`config.mk`:
```
export PLATFORM = sky130hd
export DESIGN_NAME = conv_batch_sequencer
export DESIGN_NICKNAME = d
export VERILOG_FILES = /design/src/rtl/conv_pkg.sv /design/src/rtl/conv_seq_addr_gen.sv /design/src/rtl/conv_batch_sequencer.sv
export SDC_FILE = /design/constraint.sdc
export NUM_CORES = 1
export LEC_CHECK = 0
export BUFFER_PORTS_ARGS = -buffer_cell sky130_fd_sc_hd__clkbuf_2
export CAP_MARGIN = 20
export CORE_ASPECT_RATIO = 0.9
export CORE_UTILIZATION = 30
export CTS_CLUSTER_DIAMETER = 50
export DETAILED_ROUTE_END_ITERATION = 10
export PLACE_DENSITY = 0.64
export SLEW_MARGIN = 0
export SYNTH_ARGS = -nofsm -noshare
export SYNTH_HDL_FRONTEND = slang
export SYNTH_SLANG_ARGS = --single-unit
```
`constraint.sdc`:
```
create_clock -name clk -period 4.4 [get_ports clk]
set_input_delay 0.88 -clock clk [delete_from_list [all_inputs] [get_ports clk]]
set_output_delay 0.88 -clock clk [all_outputs]
set_load 0.01 [all_outputs]
```
`src/rtl/conv_pkg.sv`:
```
// conv_pkg: shared types and helpers for the convolution batch sequencer.
//
// Contents:
//   conv_state_t  - sequencer state encoding (IDLE, CLEAR, ISSUE, DRAIN, WRITE, DONE)
//   MAX_LANES     - upper bound on the lane count supported by lane_mask_fn
//   nbatch()      - number of P-wide batches needed to cover SIZE outputs
//   lane_mask_fn()- per-lane "holds a real output" mask for a given batch base
package conv_pkg;

  typedef enum logic [2:0] {
    S_IDLE,
    S_CLEAR,
    S_ISSUE,
    S_DRAIN,
    S_WRITE,
    S_DONE
  } conv_state_t;

  localparam int MAX_LANES = 64;

  // ceil(size / p); usable in localparam expressions.
  function automatic int unsigned nbatch(input int unsigned size, input int unsigned p);
    return (size + p - 1) / p;
  endfunction

  // Bit i is set when lane i exists (i < lanes) and its output index
  // base + i is still inside the output vector. Callers truncate to P bits.
  function automatic logic [MAX_LANES-1:0] lane_mask_fn(input int unsigned base,
                                                        input int unsigned size,
                                                        input int unsigned lanes);
    logic [MAX_LANES-1:0] m;
    m = '0;
    for (int unsigned i = 0; i < MAX_LANES; i++) begin
      m[i] = (i < lanes) && ((base + i) < size);
    end
    return m;
  endfunction

endpackage

```
`src/rtl/conv_seq_addr_gen.sv`:
```
// conv_seq_addr_gen: combinational P-wide sample-address generator.
//
// Ports:
//   batch_base - output index of lane 0 in the current batch
//   k          - current filter tap
//   addr_x     - per-lane sample address, min(batch_base + i + k, LENX-1)
//
// Tail lanes past the end of the input vector are clamped to the last
// sample; their results are discarded by the lane mask downstream.
module conv_seq_addr_gen #(
  parameter int ADDRX   = 5,
  parameter int ADDRF   = 4,
  parameter int LENX    = 32,
  parameter int P       = 12,
  parameter int LOGSIZE = ADDRX
) (
  input  logic [LOGSIZE-1:0]         batch_base,
  input  logic [ADDRF-1:0]           k,
  output logic [P-1:0][ADDRX-1:0]    addr_x
);

  logic [31:0] sum;

  // Sum is formed at 32 bits so batch_base + i + k can never wrap before
  // the clamp comparison.
  always_comb begin
    addr_x = '0;
    sum    = '0;
    for (int i = 0; i < P; i++) begin
      sum = 32'(batch_base) + 32'(i) + 32'(k);
      if (sum > 32'(LENX - 1)) begin
        addr_x[i] = ADDRX'(LENX - 1);
      end else begin
        addr_x[i] = sum[ADDRX-1:0];
      end
    end
  end

endmodule

```
`src/rtl/conv_batch_sequencer.sv`:
```
// conv_batch_sequencer: walks the output vector in batches of P outputs,
// issuing per-lane sample addresses and filter tap addresses to a P-lane
// MAC bank, then hands each finished batch to the output buffer.
//
// Ports:
//   clk, reset    - clock, asynchronous active-high reset
//   start         - input buffer full (sampled only in IDLE)
//   op_ready      - output buffer can accept a batch
//   addr_x        - per-lane sample read address (0 when not issuing)
//   addr_f        - filter tap address (0 when not issuing)
//   rd_en         - address-issue strobe
//   clr_acc       - clear all lane accumulators
//   en_acc        - accumulate this cycle (rd_en delayed one cycle)
//   valid_op      - write the current batch to the output buffer
//   batch_base    - output index of lane 0 in the current batch
//   lane_mask     - bit i set when lane i holds a real output (0 when idle)
//   busy          - sequencer not idle
//   done          - one-cycle pulse at end of layer
//   x_release     - one-cycle pulse with done, frees the input buffer
//   stall_cycles  - saturating count of WRITE cycles with op_ready low
//
// Configuration:
//   CONV_SEQ_PERF_EN - when defined, stall_cycles is a live counter;
//                      otherwise it is tied to zero.
module conv_batch_sequencer
  import conv_pkg::*;
#(
  parameter int ADDRX   = 5,
  parameter int ADDRF   = 4,
  parameter int LENX    = 32,
  parameter int LENF    = 9,
  parameter int P       = 12,
  parameter int SIZE    = LENX - LENF + 1,
  parameter int LOGSIZE = ADDRX
) (
  input  logic                    clk,
  input  logic                    reset,
  input  logic                    start,
  input  logic                    op_ready,
  output logic [P-1:0][ADDRX-1:0] addr_x,
  output logic [ADDRF-1:0]        addr_f,
  output logic                    rd_en,
  output logic                    clr_acc,
  output logic                    en_acc,
  output logic                    valid_op,
  output logic [LOGSIZE-1:0]      batch_base,
  output logic [P-1:0]            lane_mask,
  output logic                    busy,
  output logic                    done,
  output logic                    x_release,
  output logic [15:0]             stall_cycles
);

  localparam int BW        = LOGSIZE + 1;
  localparam int NBATCH    = int'(nbatch(SIZE, P));
  localparam int LAST_BASE = (NBATCH - 1) * P;

  // Reject configurations the mask helper or the batch_base register
  // cannot represent.
  if (P > MAX_LANES || LAST_BASE > (2 ** LOGSIZE) - 1) begin : g_cfg_err
    $error("conv_batch_sequencer: unsupported P / LOGSIZE combination");
  end

  conv_state_t              state;
  logic [ADDRF-1:0]         k;
  logic [BW-1:0]            next_base;
  logic                     last_batch;
  logic [P-1:0][ADDRX-1:0]  gen_addr_x;

  // batch_base + P is formed one bit wider so it cannot wrap.
  assign next_base  = {1'b0, batch_base} + BW'(P);
  assign last_batch = (next_base >= BW'(SIZE));

  conv_seq_addr_gen #(
    .ADDRX   (ADDRX),
    .ADDRF   (ADDRF),
    .LENX    (LENX),
    .P       (P),
    .LOGSIZE (LOGSIZE)
  ) u_addr_gen (
    .batch_base (batch_base),
    .k          (k),
    .addr_x     (gen_addr_x)
  );

  // Addresses are only meaningful while issuing; elsewhere they read 0.
  assign addr_x    = rd_en ? gen_addr_x : '0;
  assign addr_f    = rd_en ? k : '0;
  assign valid_op  = (state == S_WRITE) && op_ready;
  assign lane_mask = busy ? P'(lane_mask_fn(32'(batch_base), SIZE, P)) : '0;

  // Strobes are registered together with the state transition so they
  // line up with the state they belong to.
  always_ff @(posedge clk or posedge reset) begin
    if (reset) begin
      state      <= S_IDLE;
      k          <= '0;
      batch_base <= '0;
      rd_en      <= 1'b0;
      clr_acc    <= 1'b0;
      en_acc     <= 1'b0;
      busy       <= 1'b0;
      done       <= 1'b0;
      x_release  <= 1'b0;
    end else begin
      en_acc <= rd_en;
      unique case (state)
        S_IDLE: begin
          if (start) begin
            state      <= S_CLEAR;
            batch_base <= '0;
            k          <= '0;
            clr_acc    <= 1'b1;
            busy       <= 1'b1;
          end
        end
        S_CLEAR: begin
          state   <= S_ISSUE;
          clr_acc <= 1'b0;
          rd_en   <= 1'b1;
          k       <= '0;
        end
        S_ISSUE: begin
          if (k == ADDRF'(LENF - 1)) begin
            state <= S_DRAIN;
            rd_en <= 1'b0;
          end else begin
            k <= k + 1'b1;
          end
        end
        S_DRAIN: begin
          state <= S_WRITE;
        end
        S_WRITE: begin
          if (op_ready) begin
            if (last_batch) begin
              state     <= S_DONE;
              done      <= 1'b1;
              x_release <= 1'b1;
            end else begin
              state      <= S_CLEAR;
              batch_base <= next_base[LOGSIZE-1:0];
              k          <= '0;
              clr_acc    <= 1'b1;
            end
          end
        end
        S_DONE: begin
          state      <= S_IDLE;
          done       <= 1'b0;
          x_release  <= 1'b0;
          busy       <= 1'b0;
          batch_base <= '0;
          k          <= '0;
        end
        default: begin
          state <= S_IDLE;
        end
      endcase
    end
  end

`ifdef CONV_SEQ_PERF_EN
  logic [15:0] stall_q;

  // Counts back-pressure cycles for the layer; restarts with each accepted start.
  always_ff @(posedge clk or posedge reset) begin
    if (reset) begin
      stall_q <= '0;
    end else if (state == S_IDLE && start) begin
      stall_q <= '0;
    end else if (state == S_WRITE && !op_ready && stall_q != 16'hFFFF) begin
      stall_q <= stall_q + 16'd1;
    end
  end

  assign stall_cycles = stall_q;
`else
  assign stall_cycles = '0;
`endif

endmodule

```
# Word-level counts from Yosys, hierarchy flattened
# Cells that the tools add are included.
[totals] register_bits=17 latch_bits=0 ramBits=0 mem_bits_ro=0 out_inout_bits=104 word_cells=125 memories=0
[op_classes] addsub=25 mul=0 div_mod_pow=0 magnitude_cmp=25 eq_ne=12 shifts=0 muxes=39 bitwise_logic=0 n_reduce_logical=16
[op_table] operator="$gt 32x5->1 const B" count=12
[op_table] operator="$add 32x4->32" count=11
[op_table] operator="$lt 32x5->1 const B" count=11
[op_table] operator="$mux 5" count=15
[op_table] operator="$mux 60" count=1
[op_table] operator="$add 5x4->6 const B" count=5
[op_table] operator="$add 5x3->6 const B" count=4
[op_table] operator="$mux 4" count=5
[op_table] operator="$pmux 4 s4" count=1
[op_table] operator="$pmux 3 s5" count=1
[op_table] operator="$pmux 5 s3" count=1
[op_table] operator="$add 5x2->6 const B" count=2
[op_table] operator="$mux 12" count=1
[op_table] operator="$mux 3" count=4
[op_table] operator="$ne 2x2->1 const B" count=6
[op_table] operator="$reduce_and 4->1" count=2
[op_table] operator="$add 5x1->6 const B" count=1
[op_table] operator="$add 5x4->6" count=1
[op_table] operator="$eq 3x2->1 const B" count=2
[op_table] operator="$eq 3x3->1 const B" count=2
[op_table] operator="$ge 6x5->1 const B" count=1
[op_table] operator="$mux 1" count=6
[op_table] operator="$pmux 1 s2" count=3
[op_table] operator="$reduce_and 3->1" count=2
[op_table] operator="13 further kinds" count=17

# Depth between registers and ports, before layout
# Gate-level depths: netlist (run 1).
[depth] word_depth=5 ltp_mapped=10

# By module
# Synthesis (run 1) repeated with hierarchy kept, for this count alone.
[hier_totals] cells_unflattened=466 area_unflattened_um2=3472.1
[modules_own_cells] mod="conv_seq_addr_gen" instances=1 cells_per_inst=257 area_each_um2=1858.0
[modules_own_cells] mod="conv_batch_sequencer" instances=1 cells_per_inst=209 area_each_um2=1614.0

# Least setup slack after synthesis (run 1)
# OpenSTA, ideal clock, no wires.
[synth_timing] path_type="flip-flop to output port" from="register k[1]" to="output addr_x[57] in the netlist's numbering" arrival_ns=2.514 required_ns=3.520 slack_ns=1.006 path_stages_with_launch=8 cell_sequence="dfrtp_1 > clkbuf_1 > inv_1 > fa_1 > a21boi_2 > or4_4 > o31ai_4 > o22ai_1"
[synth_lines] element="start, declared" line_no="conv_batch_sequencer.sv:65" text="logic [ADDRF-1:0] k;"
[synth_lines] element="start signal, assigned" line_no="conv_batch_sequencer.sv:128" text="k <= k + 1'b1;"
[synth_lines] element="end, declared" line_no="conv_batch_sequencer.sv:40" text="output logic [P-1:0][ADDRX-1:0] addr_x,"

==> results.md, run 1 <==
* # rows at 32
* Int Pwr at 0.913 mW
* Max_cap viols at 0
* DR WL met3 at 648 µm
* Placed instance count at 551
* VDD IR max at 0.231 mV
* Routed wl met2 at 3810 µm
* Layout Cells excl Fill at 555
* H-tree Lvls at 1
* Post-DR vias/cell at 5.31
* Net Sw Frac at 0.572
* Number of I/O pins at 108
* FILL cells at 923
* Clock slew seen by the registers of the worst setup and hold paths at 0.06 ns
* CP Data Arrival Time at 3.23 ns
* Die Ht at 93.1 µm
* Cts repair resizes at 0
* Global-route wire length before repair at 13500 µm
* HP Class: flop to flop
* Yosys Warn Count at 0
* Final slew viol count at 0
* Clk sinks at 15
* Die width at 103 µm
* Startpoint types: flop
* Commonest cells post-synth: 38 x a21oi_1, 29 x nand2_1, 27 x nor2_1
* Lkg Pwr at 1.62 nW
* Tmin final at 4.11 ns
* Pre-antenna DRT Iters at 5
* Grt total ovfl at 0
* NetSw at 1.22 mW
* Number of enable-type register cells in the synthesized netlist at 0
* Dominant synthesized flop cell: dfrtp_1
* Number of global-route vias before repair at 2585
* Core ar. at 0.00877 mm²
* Share of post-route cells with drive strength above 1 at 0.255
* Post-DRT Antenna Nets at 0
* Nets at 470
* Max-slew headroom at 0.555
* Worst EP required at 3.52 ns
* Syn Std Cell Area at 0.00277 mm²
* Routed wire per std cell at 15.5 µm
* Setup tns final at 0 ns
* Final setup viols at 0
* Initial core utilization at 0.315
* Worst Setup End Kind: primary output
* Worst-Skew Late Latency at 0.24 ns
* Initial DRC count at 270
* Syn_area_per_cell at 7.56 µm²
* Initial antenna violation count at 0
* Pin count of the biggest net entering global routing at 30
* Pwr/cell area at 660 mW/mm²
* Crit-path leading delay family: compound AO/OA/AOI/OAI gates
* Pre-CTS WS at 0.618 ns
* Post-CTS Setup Inserts at 0
* Outcome: completed
* Number of library cell types mapped by synthesis at 65
* Clock power share at 0.051
* Antenna diodes at 0
* TritonCTS clock tree: done
* Die area at 0.00961 mm²
* CP peak stage delay at 0.55 ns
* Post-Route Skew at 0.00313 ns
* GR Util All Layers at 0.177
* WS Path Type: flop to primary output
* Slowest CP cell: dfrtp_1
* # DRC at 0
* CTS Hold Buffers Added at 0
* Metal-1 WL at 3950 µm
* Fin crit share at 0.935
* Synth Register Bits at 15
* Setup WS post-layout at 0.287 ns
* Clock Tree Root: clkbuf_8
* Register area share after synthesis at 0.136
* RSZ-0062 raised after global routing: no
* Dpl hpwl at 6670 µm
* Combinational share of power at 0.803
* Top-count cell post-synth: a21oi_1
* Via count at 2949
* Final hold viol count at 0
* Synth area leaders: dfrtp_1 14%, ha_1 12%, a21oi_1 6.9%
* Maximum clock frequency at 243 MHz
* Mapped Cells at 366
* Seq pwr share at 0.146
* Final wirelength at 8600 µm
* Bufs on Longest Clock Path at 2
* Cell taking the most area after synthesis: dfrtp_1
* Num CTS Buffers at 3
* Synth-to-Final Area Change at 16.8%
* GPL Wtd Cong at 0.869
* Post-synth ARST share at 1.00
* Power consumption at 2.13 mW
* Worst Path Max Fanout at 11
* Worst slew pin tran at 0.668 ns
* PortBufs at 89
* Critical path buffers and inverters at 3
* Max Used Layer: met4
* Area share of the largest cell type after synthesis at 0.136
* CP Cell Sequence: inv_1, ha_1, inv_1, ha_1, a21oi_1, nor2_1, a211o_1, a21oi_1, clkbuf_2
==> layer usage <==
| metal | vias to the layer above | GRT usage |
|---|---|---|
| li1 | 1394 | - |
| met1 | 1370 | 0.259 |
| met2 | 165 | 0.279 |
| met3 | 20 | 0.0157 |
| met4 | 0 | 0.0387 |
| met5 | - | 0 |
==> path summary, 6_finish.rpt <==
path,from,to,slack [ns],cells after the start
min reg2reg,clr_acc,clr_acc,0.52,2
min,clr_acc,clr_acc,0.52,2
min in group asynchronous,reset,batch_base[2],0.68,2
max reg2reg,batch_base[2],batch_base[4],2.03,6
max in group asynchronous,reset,state[0],3.34,2
max,batch_base[2],addr_x[46],0.29,9
==> final cells by class <==
cell class / instances / area [µm²] / area share
Tap cell: 119 / 149 / 0.0461
Inverter: 23 / 86.3 / 0.0267
Clock buffer: 4 / 45.0 / 0.0139
Multi-Input combinational cell: 300 / 2090 / 0.648
Sequential cell: 15 / 375 / 0.116
Timing Repair Buffer: 94 / 483 / 0.149
==> worst register-to-register path: cells and delay by family (launching register included) <==
kind | cells | cell delay, ns
flip-flops | 1 | 0.55
AND/OR/NAND/NOR | 2 | 0.44
adder cells (fa/ha/maj) | 1 | 0.49
buffers and inverters | 1 | 0.23
AO/OA/AOI/OAI | 2 | 0.51
==> per-stage QoR <==
stage	util	area (µm²)	hold WS [ns]
finish	0.369	3230	0.525
global route	0.369	3230	0.569
CTS	0.369	3230	0.527
detailed placement	0.363	3190	0.503
global placement	0.363	3190	0.509
floorplan	-	2830	0.512
==> state kept, by name (all words and copies together) (netlist names) <==
| signal | count |
|---|---|
| busy | 1 |
| state | 3 |
| batch_base | 3 |
| en_acc | 1 |
| k | 4 |
| rd_en | 1 |
| done | 1 |
| clr_acc | 1 |
==> power groups by stage <==
stage	sequential [mW]	clock (mW)	combinational [mW]
final	0.312	0.109	1.71
after global routing	0.323	0.123	1.90
after CTS	0.310	0.113	1.71
after detailed placement	0.312	0	1.70
after global placement	0.308	0	1.69
after floorplan	0.258	0	1.24
==> kinds of logic (layout without fill, tap and decap cells) <==
group | Yosys count | after routing | synth area share
other | 1 | 18 | 0.00136
AOI/OAI and AO/OA | 129 | 129 | 0.309
DFF | 15 | 15 | 0.136
buffers and inverters | 68 | 121 | 0.131
muxes | 5 | 5 | 0.0181
adders and majority gates | 29 | 29 | 0.139
xor gates and xnor gates | 19 | 19 | 0.0805
and+or+nand+nor | 100 | 100 | 0.185
==> layout by cell type (no fill, tap or decap), types with 4 or more instances in the layout <==
cell / instances
buf_4: 5
nor2_1: 27
nand2b_1: 8
o22ai_1: 10
nand3_1: 4
nor3_1: 6
mux2i_1: 5
o21a_1: 7
nand2_1: 29
conb_1: 18
a211oi_1: 4
o21ai_0: 22
a21o_1: 12
xor2_1: 5
a31oi_1: 5
ha_1: 26
nor2b_1: 9
xnor2_1: 11
a21oi_1: 38
inv_1: 22
clkbuf_2: 89
dfrtp_1: 15
Note: power is estimated with default switching activity, not from simulation.
==> run 2: changes to the inputs <==
--- a/config.mk
+++ b/config.mk
@@ -12,6 +12,7 @@
 export CTS_CLUSTER_DIAMETER = 50
 export DETAILED_ROUTE_END_ITERATION = 10
 export PLACE_DENSITY = 0.64
+export REMOVE_ABC_BUFFERS = 1
 export SLEW_MARGIN = 0
 export SYNTH_ARGS = -nofsm -noshare
 export SYNTH_HDL_FRONTEND = slang
==> run 2 against run 1 <==
- sequential cell count did not move
- cell count rose by 0.18%
- non-clock buffer count rose by 1
- clock-buffer cell count did not move
- cell area rose by 0.23%
- utilization rose by 0.086 points
- clock power barely moved
- worst setup slack got worse by 0.049 ns
- critical path depth did not move
- critical endpoint is now addr_x[47]
- highest routed layer unchanged
==> results.md, run 2 (synthesis gave the netlist of run 1 again) <==
* Outcome: completed
* Final wirelength at 8580 µm (-0.28%)
* WS Path Type: flop to primary output
* Post-CTS Setup Inserts at 0 (unchanged)
* CTS Hold Buffers Added at 0 (unchanged)
* Post-DRT Antenna Nets at 0 (unchanged)
* Worst-Skew Late Latency at 0.25 ns (about the same)
* Power consumption at 2.14 mW (about the same)
* Worst slew pin tran at 0.598 ns (-0.0700 ns)
* Setup WS post-layout at 0.238 ns (-0.0492 ns)
* Final setup viols at 0 (unchanged)
* Placed instance count at 552 (+0.18%)
* Max_cap viols at 0 (unchanged)
* # rows at 32 (unchanged)
* HP Class: flop to flop
* Biggest register: k
* Pin count of the biggest net entering global routing at 30 (unchanged)
* Max-slew headroom at 0.601 (+0.0463)
* DP Area at 0.00319 mm² (+0.24%)
* Layout Cells excl Fill at 556 (+0.18%)
* Die width at 103 µm (unchanged)
* Routed wire per std cell at 15.4 µm (-0.46%)
* Setup tns final at 0 ns (unchanged)
* Via count at 2856 (-3.2%)
* Worst Setup End Kind: primary output
* Synth-to-Final Area Change at 17.1%
* Final slew viol count at 0 (unchanged)
* Tmin final at 4.16 ns (+0.0492 ns)
* Design area at 0.00324 mm² (+0.23%)
* Antenna diodes at 0 (unchanged)
* GR Util All Layers at 0.175 (-0.00129)
* # DRC at 0 (unchanged)
* Grt total ovfl at 0 (unchanged)
* Nets at 471 (+0.21%)
* Crit Reg-Reg Endpoint: batch_base[4]
* TritonCTS clock tree: done
* Global-route wire length before repair at 13300 µm (-1.4%)
* CP Data Arrival Time at 3.28 ns (+0.05 ns)
* Top Registers: k (4), batch_base (3), state (3)
* Die Ht at 93.1 µm (unchanged)
* Number of I/O pins at 108 (unchanged)
* Bufs on Longest Clock Path at 2 (unchanged)
* Crit-path leading delay family: compound AO/OA/AOI/OAI gates
* Post-DR vias/cell at 5.14 (-3.3%)
* HP Start: clr_acc
* Cts repair resizes at 0 (unchanged)
* Final hold viol count at 0 (unchanged)
* H-tree Lvls at 1 (unchanged)
* Initial core utilization at 0.315 (unchanged)
* Clk sinks at 15 (unchanged)
* Pwr/cell area at 659 mW/mm² (-0.17%)
* Slowest CP cell: ha_1
* Clock slew seen by the registers of the worst setup and hold paths at 0.06 ns (about the same)
* VDD IR max at 0.355 mV (+54%)
* CP Cell Sequence: inv_1, ha_1, inv_1, ha_1, a21oi_1, nor2_1, a211o_1, a21oi_1, clkbuf_2
* R2R setup slack at 2.05 ns (+0.02 ns)
* Number of global-route vias before repair at 2569 (-0.62%)
* Most frequent cells in the layout: 89 x clkbuf_2, 38 x a21oi_1, 29 x nand2_1
* Worst EP required at 3.52 ns (about the same)
* Lkg Pwr at 1.62 nW (+0.34%)
* Commonest non-fill, non-tap cell in the layout: clkbuf_2
* Startpoint types: flop
* CP peak stage delay at 0.59 ns (+0.04 ns)
* PortBufs at 89 (unchanged)
* Worst reg-to-reg path cell count at 6 (unchanged)
* RSZ-0062 raised after global routing: no
* Core ar. at 0.00877 mm² (unchanged)
* GPL Wtd Cong at 0.950 (+9.3%)
* Share of post-route cells with drive strength above 1 at 0.256 (+0.00171)
* Pre-CTS WS at 0.570 ns (-0.0481 ns)
* Worst Path Max Fanout at 11 (unchanged)
* Initial DRC count at 197 (-27%)
* Fin crit share at 0.946 (+0.0112)
* Reg-to-Reg Start: batch_base[2]
* Pre-antenna DRT Iters at 4 (-1)
* Num CTS Buffers at 3 (unchanged)
* Clock Tree Root: clkbuf_8
* Initial antenna violation count at 0 (unchanged)
* Worst Hold End: clr_acc
* WHS Path Cells at 2 (unchanged)
* Largest register FFs at 4 (unchanged)
* Die area at 0.00961 mm² (unchanged)
* Critical path buffers and inverters at 3 (unchanged)
* Maximum clock frequency at 240 MHz (-1.2%)
* Dpl hpwl at 6680 µm (+0.11%)
* Post-Route Skew at 0.00238 ns (-0.000751 ns)
run 2: worst max path at each step:
stage               cells past startpoint          start  slack, ns         end
CTS                                     9  batch_base[2]       0.30  addr_x[47]
global route                            9  batch_base[2]       0.05  addr_x[46]
detailed placement                      9  batch_base[2]       0.57  addr_x[47]
finish                                  9  batch_base[2]       0.24  addr_x[47]
global placement                        9  batch_base[2]       0.73  addr_x[47]
floorplan                               7  batch_base[3]       0.90  addr_x[30]
run 2: worst reg2reg max path, delay by kind of cell, from the launching register on:
| kind | cells | cell delay [ns] |
|---|---|---|
| flip-flops | 1 | 0.54 |
| AO/OA/AOI/OAI | 2 | 0.52 |
| adder cells (fa/ha/maj) | 1 | 0.49 |
| AND/OR/NAND/NOR | 2 | 0.43 |
| buffers and inverters | 1 | 0.23 |
run 2: cell type report:
type	instances	area, µm²
inverter	23	86.3
clock buffer	4	45.0
timing repair buffer	95	490
fill	946	5530
sequential	15	375
multi-input combinational	300	2090
tap	119	149
run 2: metrics by stage:
stage,hold slack [ns],util
floorplan,0.540,-
global placement,0.505,0.364
detailed placement,0.496,0.364
CTS,0.512,0.369
global route,0.557,0.369
finish,0.510,0.369
run 2: routing by layer:
metal | GRT usage | vias to the layer above | wire, µm
met5 | 0 | - | 0
met4 | 0.0340 | 0 | 93
met3 | 0.0142 | 6 | 463
met2 | 0.292 | 109 | 4050
met1 | 0.247 | 1355 | 3970
li1 | - | 1386 | -
run 2: power by group:
| group | leakage, nW | total [mW] | switching (mW) | internal (mW) |
|---|---|---|---|---|
| clock | 0.0228 | 0.112 | 0.0477 | 0.0641 |
| sequential | 0.190 | 0.310 | 0.122 | 0.189 |
| combinational | 1.41 | 1.71 | 1.05 | 0.663 |
